<file path="src/rtl/img_dram_reader_if.sv">
// Memory read bus and pixel stream bundle for img_dram_reader.
// master = the reader, slave = memory plus downstream sink.
interface img_dram_reader_if #(
    parameter int A_WIDTH = 20,
    parameter int D_WIDTH = 8
) ();
    logic               ren;
    logic [A_WIDTH-1:0] raddr;
    logic [D_WIDTH-1:0] rdata;
    logic               pix_valid;
    logic [D_WIDTH-1:0] pix_data;
    logic               pix_last;
    logic               pix_ready;

    modport master (
        output ren, raddr, pix_valid, pix_data, pix_last,
        input  rdata, pix_ready
    );

    modport slave (
        input  ren, raddr, pix_valid, pix_data, pix_last,
        output rdata, pix_ready
    );
endinterface

</file>
<file path="src/rtl/img_dram_reader.sv">
// Reads a width x height pixel region from a one-cycle-latency memory in raster
// order and streams it out through a 2-entry FIFO with valid/ready handshake.
module img_dram_reader #(
    parameter int A_WIDTH   = 20,
    parameter int D_WIDTH   = 8,
    parameter int DIM_WIDTH = 11
) (
    input  logic                 clk,
    input  logic                 rst,
    input  logic                 start,
    input  logic [A_WIDTH-1:0]   base_addr,
    input  logic [DIM_WIDTH-1:0] width,
    input  logic [DIM_WIDTH-1:0] height,
    input  logic [DIM_WIDTH-1:0] stride,
    img_dram_reader_if.master    bus,
    output logic                 busy,
    output logic                 done
);
    typedef enum logic [1:0] {IDLE = 2'd0, ISSUE = 2'd1, DRAIN = 2'd2} state_t;

    state_t                    state_q, state_d;
    logic [DIM_WIDTH-1:0]      w_q, w_d, h_q, h_d, stride_q, stride_d;
    logic [DIM_WIDTH-1:0]      x_q, x_d, y_q, y_d;
    logic [A_WIDTH-1:0]        row_q, row_d, addr_q, addr_d;
    logic                      rsp_q, rsp_d, rsp_last_q, rsp_last_d;
    logic [1:0][D_WIDTH-1:0]   mem_q, mem_d;
    logic [1:0]                lst_q, lst_d;
    logic                      rd_ptr_q, rd_ptr_d, wr_ptr_q, wr_ptr_d;
    logic [1:0]                cnt_q, cnt_d;
    logic                      busy_q, busy_d, done_q, done_d;

    logic                      accept_s, push_s, pop_s, ren_s;
    logic                      row_end_s, final_s, head_last_s;
    logic [2:0]                credit_s;
    logic [A_WIDTH-1:0]        row_next_s;

    // Next-state logic: control FSM, address walker and output FIFO.
    always_comb begin
        accept_s    = start && !busy_q && (state_q == IDLE);
        push_s      = rsp_q;
        pop_s       = (cnt_q != 2'd0) && bus.pix_ready;
        // ren looks at this cycle's pop so a full-rate stream fits in only two entries
        credit_s    = 3'(cnt_q) + 3'(rsp_q) - 3'(pop_s);
        ren_s       = (state_q == ISSUE) && (credit_s < 3'd2);
        row_end_s   = (x_q == (w_q - DIM_WIDTH'(1)));
        final_s     = row_end_s && (y_q == (h_q - DIM_WIDTH'(1)));
        head_last_s = lst_q[rd_ptr_q];
        row_next_s  = row_q + A_WIDTH'(stride_q);

        state_d    = state_q;
        w_d        = w_q;
        h_d        = h_q;
        stride_d   = stride_q;
        x_d        = x_q;
        y_d        = y_q;
        row_d      = row_q;
        addr_d     = addr_q;
        rsp_d      = ren_s;
        rsp_last_d = ren_s && final_s;
        mem_d      = mem_q;
        lst_d      = lst_q;
        rd_ptr_d   = rd_ptr_q;
        wr_ptr_d   = wr_ptr_q;
        cnt_d      = cnt_q + 2'(push_s) - 2'(pop_s);
        busy_d     = busy_q && !done_q;
        done_d     = 1'b0;

        case (state_q)
            IDLE: begin
                if (accept_s) begin
                    w_d      = width;
                    h_d      = height;
                    stride_d = stride;
                    x_d      = DIM_WIDTH'(0);
                    y_d      = DIM_WIDTH'(0);
                    row_d    = base_addr;
                    addr_d   = base_addr;
                    busy_d   = 1'b1;
                    if ((width == DIM_WIDTH'(0)) || (height == DIM_WIDTH'(0))) begin
                        done_d = 1'b1;
                    end else begin
                        state_d = ISSUE;
                    end
                end else begin
                    state_d = IDLE;
                end
            end
            ISSUE: begin
                if (ren_s) begin
                    if (row_end_s) begin
                        x_d    = DIM_WIDTH'(0);
                        y_d    = y_q + DIM_WIDTH'(1);
                        row_d  = row_next_s;
                        addr_d = row_next_s;
                    end else begin
                        x_d    = x_q + DIM_WIDTH'(1);
                        addr_d = addr_q + A_WIDTH'(1);
                    end
                    if (final_s) begin
                        state_d = DRAIN;
                    end else begin
                        state_d = ISSUE;
                    end
                end else begin
                    state_d = ISSUE;
                end
            end
            DRAIN: begin
                if (pop_s && head_last_s) begin
                    state_d = IDLE;
                    done_d  = 1'b1;
                end else begin
                    state_d = DRAIN;
                end
            end
            default: begin
                state_d = IDLE;
            end
        endcase

        if (push_s) begin
            mem_d[wr_ptr_q] = bus.rdata;
            lst_d[wr_ptr_q] = rsp_last_q;
            wr_ptr_d        = ~wr_ptr_q;
        end else begin
            wr_ptr_d = wr_ptr_q;
        end
        if (pop_s) begin
            rd_ptr_d = ~rd_ptr_q;
        end else begin
            rd_ptr_d = rd_ptr_q;
        end
    end

    // State registers; reset also drops any response still in flight.
    always_ff @(posedge clk) begin
        if (rst) begin
            state_q    <= IDLE;
            w_q        <= DIM_WIDTH'(0);
            h_q        <= DIM_WIDTH'(0);
            stride_q   <= DIM_WIDTH'(0);
            x_q        <= DIM_WIDTH'(0);
            y_q        <= DIM_WIDTH'(0);
            row_q      <= A_WIDTH'(0);
            addr_q     <= A_WIDTH'(0);
            rsp_q      <= 1'b0;
            rsp_last_q <= 1'b0;
            mem_q      <= '{default: D_WIDTH'(0)};
            lst_q      <= 2'b00;
            rd_ptr_q   <= 1'b0;
            wr_ptr_q   <= 1'b0;
            cnt_q      <= 2'd0;
            busy_q     <= 1'b0;
            done_q     <= 1'b0;
        end else begin
            state_q    <= state_d;
            w_q        <= w_d;
            h_q        <= h_d;
            stride_q   <= stride_d;
            x_q        <= x_d;
            y_q        <= y_d;
            row_q      <= row_d;
            addr_q     <= addr_d;
            rsp_q      <= rsp_d;
            rsp_last_q <= rsp_last_d;
            mem_q      <= mem_d;
            lst_q      <= lst_d;
            rd_ptr_q   <= rd_ptr_d;
            wr_ptr_q   <= wr_ptr_d;
            cnt_q      <= cnt_d;
            busy_q     <= busy_d;
            done_q     <= done_d;
        end
    end

    assign bus.ren       = ren_s;
    assign bus.raddr     = addr_q;
    assign bus.pix_valid = (cnt_q != 2'd0);
    assign bus.pix_data  = mem_q[rd_ptr_q];
    assign bus.pix_last  = (cnt_q != 2'd0) && head_last_s;
    assign busy          = busy_q;
    assign done          = done_q;
endmodule
</file>
<file path="src/flat_wrapper.sv">
// flat-port wrapper written by rule: the top's interface ports become plain ports
module img_dram_reader_flat 
#(
    parameter int A_WIDTH   = 20,
    parameter int D_WIDTH   = 8,
    parameter int DIM_WIDTH = 11
)
  (clk, rst, start, base_addr, width, height, stride, busy, done, bus_ren, bus_raddr, bus_pix_valid, bus_pix_data, bus_pix_last, bus_rdata, bus_pix_ready);
  img_dram_reader_if #(.A_WIDTH(A_WIDTH), .D_WIDTH(D_WIDTH)) bus_i ();
  input  logic clk;
  input  logic rst;
  input  logic start;
  input  logic [A_WIDTH-1:0] base_addr;
  input  logic [DIM_WIDTH-1:0] width;
  input  logic [DIM_WIDTH-1:0] height;
  input  logic [DIM_WIDTH-1:0] stride;
  output logic busy;
  output logic done;
  output wire logic [$bits(bus_i.ren)-1:0] bus_ren;
  output wire logic [$bits(bus_i.raddr)-1:0] bus_raddr;
  output wire logic [$bits(bus_i.pix_valid)-1:0] bus_pix_valid;
  output wire logic [$bits(bus_i.pix_data)-1:0] bus_pix_data;
  output wire logic [$bits(bus_i.pix_last)-1:0] bus_pix_last;
  input wire logic [$bits(bus_i.rdata)-1:0] bus_rdata;
  input wire logic [$bits(bus_i.pix_ready)-1:0] bus_pix_ready;
  assign bus_ren = bus_i.ren;
  assign bus_raddr = bus_i.raddr;
  assign bus_pix_valid = bus_i.pix_valid;
  assign bus_pix_data = bus_i.pix_data;
  assign bus_pix_last = bus_i.pix_last;
  assign bus_i.rdata = bus_rdata;
  assign bus_i.pix_ready = bus_pix_ready;
  img_dram_reader #(.A_WIDTH(A_WIDTH), .D_WIDTH(D_WIDTH), .DIM_WIDTH(DIM_WIDTH)) u_core (.clk(clk), .rst(rst), .start(start), .base_addr(base_addr), .width(width), .height(height), .stride(stride), .bus(bus_i), .busy(busy), .done(done));
endmodule
</file>
<file path="config.mk">
export PLATFORM = sky130hd
export DESIGN_NAME = img_dram_reader_flat
export DESIGN_NICKNAME = d
export VERILOG_FILES = /design/src/rtl/img_dram_reader_if.sv /design/src/rtl/img_dram_reader.sv /design/src/flat_wrapper.sv
export SDC_FILE = /design/constraint.sdc
export NUM_CORES = 1
export LEC_CHECK = 0
export ABC_CLOCK_PERIOD_IN_PS = 4100
export BUFFER_PORTS_ARGS = -buffer_cell sky130_fd_sc_hd__clkbuf_2
export CAP_MARGIN = 40
export CORE_UTILIZATION = 58
export DETAILED_ROUTE_END_ITERATION = 7
export PLACE_DENSITY = 0.8
export SLEW_MARGIN = 15
export SYNTH_ARGS = -nofsm -noshare
export SYNTH_HDL_FRONTEND = slang
export SYNTH_SLANG_ARGS = --single-unit
</file>
<file path="constraint.sdc">
create_clock -name clk -period 4.1 [get_ports clk]
set_input_delay 0.41 -clock clk [delete_from_list [all_inputs] [get_ports clk]]
set_output_delay 0.41 -clock clk [all_outputs]
set_load 0.02 [all_outputs]
</file>
==> results.tsv, run 1 <==
stage	metric	value	unit
placed_design	Final HPWL DP	12800	µm
layout	Antenna Cells	0	
global_routing	initial antenna violation count	0	
critical_path	CP max FO	31	
floorplan	height of the die	113	µm
timing	final hold vios	0	
placed_design	dpl ws	0.653	ns
timing	Max Slew Vio Count	0	
route	DR WL/cell	16.3	µm
layout	Area growth, synth to finish	17.2	%
timing	Setup TNS	0	ns
layout	share of layout cells above drive strength 1	0.167	
critical_path	WP data required	4.41	ns
cts	cts-stage hold buffer count	0	
timing	fin crit period	3.52	ns
yosys	Netlist cell types	73	
route	Pre-antenna DRT Iters	6	
timing	worst clock skew	0.00763	ns
timing	final worst-path cycle share	0.859	
timing	Worst-Margin Slew	0.849	ns
cts	Setup Buffers After CTS	0	
global_routing	first-pass GRT wire length	31200	µm
critical_path	FF-to-FF setup slack	0.58	ns
yosys	post-synthesis sequential element count	123	
critical_path	CP Launch Type	register	
critical_path	R2R depth	11	
route	Post-DRT Antenna Nets	0	
layout	most frequent cells in the layout	nand2_1 (159), dfxtp_1 (123), clkbuf_2 (96), a21oi_1 (90), nor2_1 (71)	
cts	Max clock buf depth	2	
critical_path	Setup crit end	u_core.bus.raddr[6]	
route	DR vias/cell	6.05	
critical_path	critical path class	reg2reg	
cts	Clock Pin Slew Worst Setup and Hold Paths	0.06	ns
timing	RSZ-0062 raised after global routing	no	
yosys	sequential area share after synthesis	0.344	
hold_path	min-delay src	stride[7]	
timing	Hold Slack	0.206	ns
route	Routed Wire Length	18900	µm
floorplan	IO Count	98	
cts	PostCTS Resize Cnt	0	
critical_path	Reg-to-Reg End	u_core.bus.raddr[6]	
floorplan	die footprint	0.0128	mm²
timing	Max Fclk	284	MHz
cts	TritonCTS clock tree	yes	
route	Remaining DRCs	0	
power	leakage	3.30	nW
placed_design	dpl cells	1128	
timing	Setup WS post-layout	0.580	ns
cts	CTS Sinks	123	
yosys	ys async rst share	0	
yosys	Post-Synth XOR/XNOR Area	0.0899	
layout	layout net count	1085	
layout	non-filler cells, final	1160	
yosys	Net Count, Synth	1010	
yosys	mapped cell area	0.00715	mm²
route	DRT iter0 DRCs	572	
critical_path	Crit. End Element	register	
global_routing	GRT Util Overall	0.308	
yosys	largest family of logic cells by synthesized area	simple AND/OR/NAND/NOR gates	
timing	Slew Limit Headroom	0.434	
placed_design	Placed Area	0.00774	mm²
layout	Final Cell Area	0.00838	mm²
yosys	Ys Warns	0	
yosys	Synth Flop Type	dfxtp_1	
global_routing	vias in the first global route	6475	
run	Max-Cap Viols	0	
power	pwr dens	522	mW/mm²
cts	clk root buf	clkbuf_16	
global_routing	Congestion Overflow GR	0	
yosys	Syn Inst Count	925	
cts	CTS Buf Count	17	
placed_design	count of buffers from port buffering	97	
yosys	Compound-Gate Fraction of Synth Area	0.188	
hold_path	HP Class	in2reg	
power	Max VDD drop	0.000437	V
critical_path	RR Startpoint	u_core.w_q[0]	
route	Vias	7015	
timing	final setup vio count	0	
yosys	post-synthesis simple-gate area fraction	0.282	
placed_design	GPL Wtd Cong	0.918	
run_status	status	complete, no violations	
yosys	portion of netlist area occupied by mux cells	0.0182	
critical_path	Worst Path Arrival	3.83	ns
floorplan	starting density of the core	0.595	
yosys	Post-Synth Adder-Cell Area	0.0371	
layout	commonest non-fill, non-tap cell in the layout	nand2_1	
floorplan	Core ar.	0.0120	mm²
floorplan	num rows	40	
cts	H-tree depth	4	
floorplan	die width	113	µm
global_routing	largest net degree at the start of global routing	80	
yosys	EDFF count, synth	0	
critical_path	Crit. Startpoint	u_core.w_q[0]	
cts	Clk Latency, worst-skew pair	0.42	ns
yosys	syn avg cell area	7.73	µm²
==> routing by layer <==
layer	track usage	part of all wire
met5	0	0
met4	0.118	0.024
met3	0.0745	0.080
met2	0.491	0.46
met1	0.404	0.44
==> cells by family (layout without fill, tap and decap cells) <==
family | count (synthesis) | after routing
and+or+nand+nor | 419 | 419
buffers and inverters | 74 | 162
muxes | 12 | 12
xor gates and xnor gates | 71 | 71
AOI/OAI and AO/OA | 206 | 206
adders and majority gates | 20 | 20
DFF | 123 | 123
==> Yosys cell counts, types with 5 or more instances <==
cell | n | area, µm²
nand3_1 | 50 | 250
a211oi_1 | 11 | 82.6
o21ai_0 | 16 | 80.1
nand2_1 | 159 | 597
ha_1 | 18 | 225
mux2_2 | 8 | 90.1
and2_1 | 6 | 37.5
nor2_1 | 71 | 267
a31oi_1 | 7 | 43.8
nand4_1 | 10 | 62.6
a21o_1 | 5 | 37.5
o31ai_1 | 7 | 52.6
dfxtp_1 | 123 | 2460
nor3_1 | 43 | 215
xor2_1 | 35 | 307
and3_1 | 14 | 87.6
nand2b_1 | 12 | 75.1
nor2b_1 | 8 | 50.1
a311oi_1 | 9 | 78.8
nor4_1 | 9 | 56.3
buf_2 | 5 | 25.0
a21oi_1 | 90 | 450
a2111oi_0 | 5 | 43.8
clkbuf_1 | 47 | 176
inv_1 | 18 | 67.6
o211ai_1 | 7 | 52.6
or3_1 | 7 | 43.8
xnor2_1 | 34 | 298
==> state kept, by name, indices dropped and copies added (netlist names), 2 cells and up <==
name / cells
u_core.w_q: 11
u_core.x_q: 11
u_core.y_q: 11
u_core.lst_q: 2
u_core.mem_q: 16
u_core.cnt_q: 2
u_core.state_q: 2
u_core.h_q: 11
u_core.row_q: 20
u_core.bus.raddr: 20
u_core.stride_q: 11
==> layout make-up <==
type | instances | area [µm²]
clock buffers | 21 | 470
clock inverters | 11 | 166
well taps | 147 | 184
fillers | 1008 | 3630
inverters | 18 | 67.6
repair buffers | 112 | 601
multi-input cells | 728 | 4430
flip-flops and latches | 123 | 2460
==> power by group <==
group,internal (mW),switching [mW]
Sequential,1.35,0.187
Combinational,0.480,0.751
Clock,1.06,0.543
==> critical path, stage by stage, from the launching register on <==
cell and delay, ns:
dfxtp_1 0.39, inv_1 0.09, ha_1 0.30, nor3b_1 0.37
xnor2_1 0.21, a21oi_1 0.12, a211o_1 0.32, or4_4 0.71
a21oi_4 0.22, buf_4 0.34, a31oi_1 0.18, o211a_1 0.16
==> worst min-delay path by stage <==
stage                     slack [ns]  cells after the start            endpoint
after floorplan                 0.43                      2     u_core.lst_q[0]
after global placement          0.44                      2    u_core.mem_q[14]
after detailed placement        0.45                      2     u_core.lst_q[1]
after CTS                       0.19                      3  u_core.stride_q[7]
after global routing            0.20                      3  u_core.stride_q[7]
final                           0.21                      3  u_core.stride_q[7]
==> through the flow <==
| stage | utilization | power, mW |
|---|---|---|
| 2_1_floorplan | - | 2.39 |
| 3_3_place_gp | 0.645 | 2.74 |
| 3_5_place_dp | 0.645 | 2.77 |
| 4_1_cts | 0.698 | 4.38 |
| 5_1_grt | 0.698 | 4.59 |
| 6_report | 0.698 | 4.37 |
No activity file was read; power rests on OpenSTA's default activity.
==> inputs of run 2 (changes only) <==
Settings changed: ABC_AREA set to 1, CORE_MARGIN set to 2, CORE_UTILIZATION 58 to 59, PLACE_DENSITY 0.8 to 0.81.
==> run 2 against run 1 <==
  * Hold slack improved by 0.020 ns
  * Synthesized cell count rose by 31%
  * Via count rose by 13%
  * Worst setup slack improved by 0.40 ns
  * Register-to-register slack improved by 0.40 ns
  * Non-clock buffer count fell by 10
  * Sequential power rose by 3%
  * Routed wire length rose by 6.0%
  * Clock skew rose by 0.00059 ns
  * Utilization fell by 0.50 points
  * Largest cell class unchanged
==> results.tsv, run 2 <==
stage	metric	value	unit	change
layout	Antenna Cells	0		unchanged
yosys	post-synthesis sequential element count	123		unchanged
layout	layout net count	1375		was 1085
yosys	ys async rst share	0		unchanged
floorplan	num rows	41		was 40
layout	footprint of the multi-input gates	0.00451	mm²	was 0.00443 mm²
power	Max VDD drop	0.000379	V	was 0.000437 V
critical_path	critical path class	reg2reg		unchanged
floorplan	Core ar.	0.0126	mm²	was 0.0120 mm²
placed_design	GPL Wtd Cong	0.930		was 0.918
yosys	Synth Flop Type	dfxtp_1		unchanged
critical_path	CP Launch Type	register		unchanged
critical_path	WP data required	4.44	ns	was 4.41 ns
route	Vias	7912		was 7015
global_routing	largest net degree at the start of global routing	74		was 80
floorplan	die width	117	µm	was 113 µm
timing	Hold Slack	0.226	ns	was 0.206 ns
global_routing	GRT Util Overall	0.291		was 0.308
yosys	largest area contributor in the netlist	dfxtp_1		unchanged
placed_design	count of buffers from port buffering	97		unchanged
timing	Setup TNS	0	ns	unchanged
timing	Slew Limit Headroom	0.553		was 0.434
cts	Clock Pin Slew Worst Setup and Hold Paths	0.06	ns	about the same
yosys	syn avg cell area	6.25	µm²	was 7.73 µm²
timing	worst clock skew	0.00822	ns	was 0.00763 ns
route	Routed Wire Length	20000	µm	was 18900 µm
layout	commonest non-fill, non-tap cell in the layout	nand2_1		unchanged
critical_path	Worst Path Arrival	3.46	ns	was 3.83 ns
critical_path	delay of the slowest cell on the worst path	0.60	ns	was 0.71 ns
yosys	Syn Inst Count	1214		was 925
yosys	Net Count, Synth	1299		was 1010
yosys	top post-synthesis cells by area	dfxtp_1 (32%), nand2_1 (17%), nor2_1 (9.9%), a21oi_1 (6.1%), o21ai_0 (5.9%)		was dfxtp_1 (34%), nand2_1 (8.3%), a21oi_1 (6.3%), xor2_1 (4.3%), xnor2_1 (4.2%)
yosys	EDFF count, synth	0		unchanged
cts	H-tree depth	4		unchanged
timing	Worst-Margin Slew	0.668	ns	was 0.849 ns
global_routing	vias in the first global route	6953		was 6475
route	Pre-antenna DRT Iters	6		unchanged
route	DR vias/cell	5.37		was 6.05
yosys	most common cell in the synthesized netlist	nand2_1		unchanged
yosys	synth cell count leaders	nand2_1 (343), nor2_1 (199), dfxtp_1 (123)		was nand2_1 (159), dfxtp_1 (123), a21oi_1 (90)
layout	Final Core Density	0.693		was 0.698
route	Post-DRT Antenna Nets	0		unchanged
yosys	Ys Warns	0		unchanged
timing	Max Slew Vio Count	0		unchanged
yosys	sequential area share after synthesis	0.325		was 0.344
critical_path	Crit. End Element	register		unchanged
critical_path	most frequent CP cell	inv_1		
cts	clk root buf	clkbuf_16		unchanged
cts	CTS Buf Count	17		unchanged
layout	Area growth, synth to finish	14.8	%	was 17.2%
timing	final worst-path cycle share	0.760		was 0.859
global_routing	initial antenna violation count	0		unchanged
run_status	status	complete, no violations		unchanged
layout	most frequent cells in the layout	nand2_1 (342), nor2_1 (199), dfxtp_1 (123), clkbuf_2 (97), a21oi_1 (92)		was nand2_1 (159), dfxtp_1 (123), clkbuf_2 (96), a21oi_1 (90), nor2_1 (71)
critical_path	CP max FO	30		was 31
layout	share of layout cells above drive strength 1	0.127		was 0.167
floorplan	die footprint	0.0138	mm²	was 0.0128 mm²
timing	RSZ-0062 raised after global routing	no		unchanged
cts	Setup Buffers After CTS	0		unchanged
timing	Max Fclk	321	MHz	was 284 MHz
cts	TritonCTS clock tree	yes		unchanged
yosys	Netlist cell types	39		was 73
yosys	share of the synthesized area in the top cell type	0.325		was 0.344
timing	fin crit period	3.12	ns	was 3.52 ns
run	Max-Cap Viols	0		unchanged
route	DR WL/cell	13.6	µm	was 16.3 µm
critical_path	slowest cell on the critical path	nand2_2		was or4_4
layout	register area	0.00246	mm²	unchanged
cts	Clk Latency, worst-skew pair	0.42	ns	about the same
cts	CTS Sinks	123		unchanged
floorplan	height of the die	117	µm	was 113 µm
critical_path	Top Family by Delay on Critical Path	simple AND/OR/NAND/NOR gates		unchanged
critical_path	crit-path cells	nor2_1, inv_1, nand2_1, inv_1, ha_1, inv_1, ha_1, fa_1, inv_1, nand2_1, nor2_4, nand3_2, nand2_2, nand2_1, a21oi_1		was inv_1, ha_1, nor3b_1, xnor2_1, a21oi_1, a211o_1, or4_4, a21oi_4, buf_4, a31oi_1, o211a_1
hold_path	HP Class	in2reg		unchanged
power	pwr dens	514	mW/mm²	was 522 mW/mm²
timing	final hold vios	0		unchanged
route	DRT iter0 DRCs	688		was 572
placed_design	Final HPWL DP	14400	µm	was 12800 µm
critical_path	WP buf/inv	4		was 2
yosys	mapped cell area	0.00758	mm²	was 0.00715 mm²
floorplan	starting density of the core	0.603		was 0.595
cts	PostCTS Resize Cnt	0		unchanged
global_routing	Congestion Overflow GR	0		unchanged
route	Remaining DRCs	0		unchanged
cts	cts-stage hold buffer count	0		unchanged
layout	# fillers	1139		was 1008
global_routing	first-pass GRT wire length	33100	µm	was 31200 µm
cts	Max clock buf depth	2		unchanged
power	leakage	4.15	nW	was 3.30 nW
floorplan	IO Count	98		unchanged
timing	final setup vio count	0		unchanged
[run 2: cell count changes in the layout (fill, tap and decap cells not counted), moves of 13 or more]
cell,change
and3_1,-13
inv_1,+72
nand2_1,+183
nand3_1,+27
nor2_1,+128
nor3_1,-30
o21ai_0,+73
o21ai_1,+18
xnor2_1,-20
xor2_1,-14
[run 2: metal layers]
| metal | track usage | up-vias | routed length (µm) |
|---|---|---|---|
| li1 | - | 4064 | - |
| met1 | 0.399 | 3528 | 8990 |
| met2 | 0.459 | 289 | 9210 |
| met3 | 0.0564 | 31 | 1450 |
| met4 | 0.0979 | 0 | 363 |
| met5 | 0 | - | 0 |
[run 2: path summary, 6_finish.rpt]
| check | slack (ns) | start | endpoint | depth (start not counted) |
|---|---|---|---|---|
| worst min-delay path | 0.23 | bus_rdata[6] | u_core.mem_q[6] | 3 |
| worst max-delay path | 0.98 | u_core.cnt_q[1] | u_core.y_q[8] | 15 |
| worst min register to register | 0.48 | u_core.mem_q[12] | u_core.mem_q[12] | 2 |
| worst max register to register | 0.98 | u_core.cnt_q[1] | u_core.y_q[8] | 15 |
[run 2: final cells by class]
type,instances,area share
flip-flops and latches,123,0.283
inverters,102,0.0440
repair buffers,102,0.0601
well taps,172,0.0247
multi-input cells,944,0.518
clock inverters,9,0.0158
clock buffers,22,0.0545
[run 2: cells by family after synthesis]
| kind of cell | after synthesis | synth area share |
|---|---|---|
| DFF | 123 | 0.325 |
| AOI/OAI and AO/OA | 206 | 0.137 |
| and+or+nand+nor | 683 | 0.382 |
| xor gates and xnor gates | 35 | 0.0404 |
| buffers and inverters | 147 | 0.0805 |
| adders and majority gates | 20 | 0.0350 |
[run 2: worst register-to-register path, delay by kind of cell (launching register included)]
kind            cells  cell delay (ns)
fa+ha+maj           3             0.88
simple gates        7             1.47
flops               1             0.32
buf+inv             4             0.24
compound gates      1             0.14
[run 2: metrics by stage]
stage	instances	worst slack [ns]	power, mW	instance area, µm²
global placement	1443	1.05	2.89	8100
CTS	1474	0.991	4.48	8710
global route	1474	0.661	4.75	8710
floorplan	1214	1.26	2.56	7580
finish	1474	0.982	4.48	8710
detailed placement	1443	0.970	2.92	8100
[run 2: where the power goes]
group	internal (mW)	total (mW)	leakage, nW	switching [mW]
logic	0.447	1.34	2.86	0.891
clock network	1.00	1.56	0.285	0.559
registers	1.37	1.58	1.01	0.205
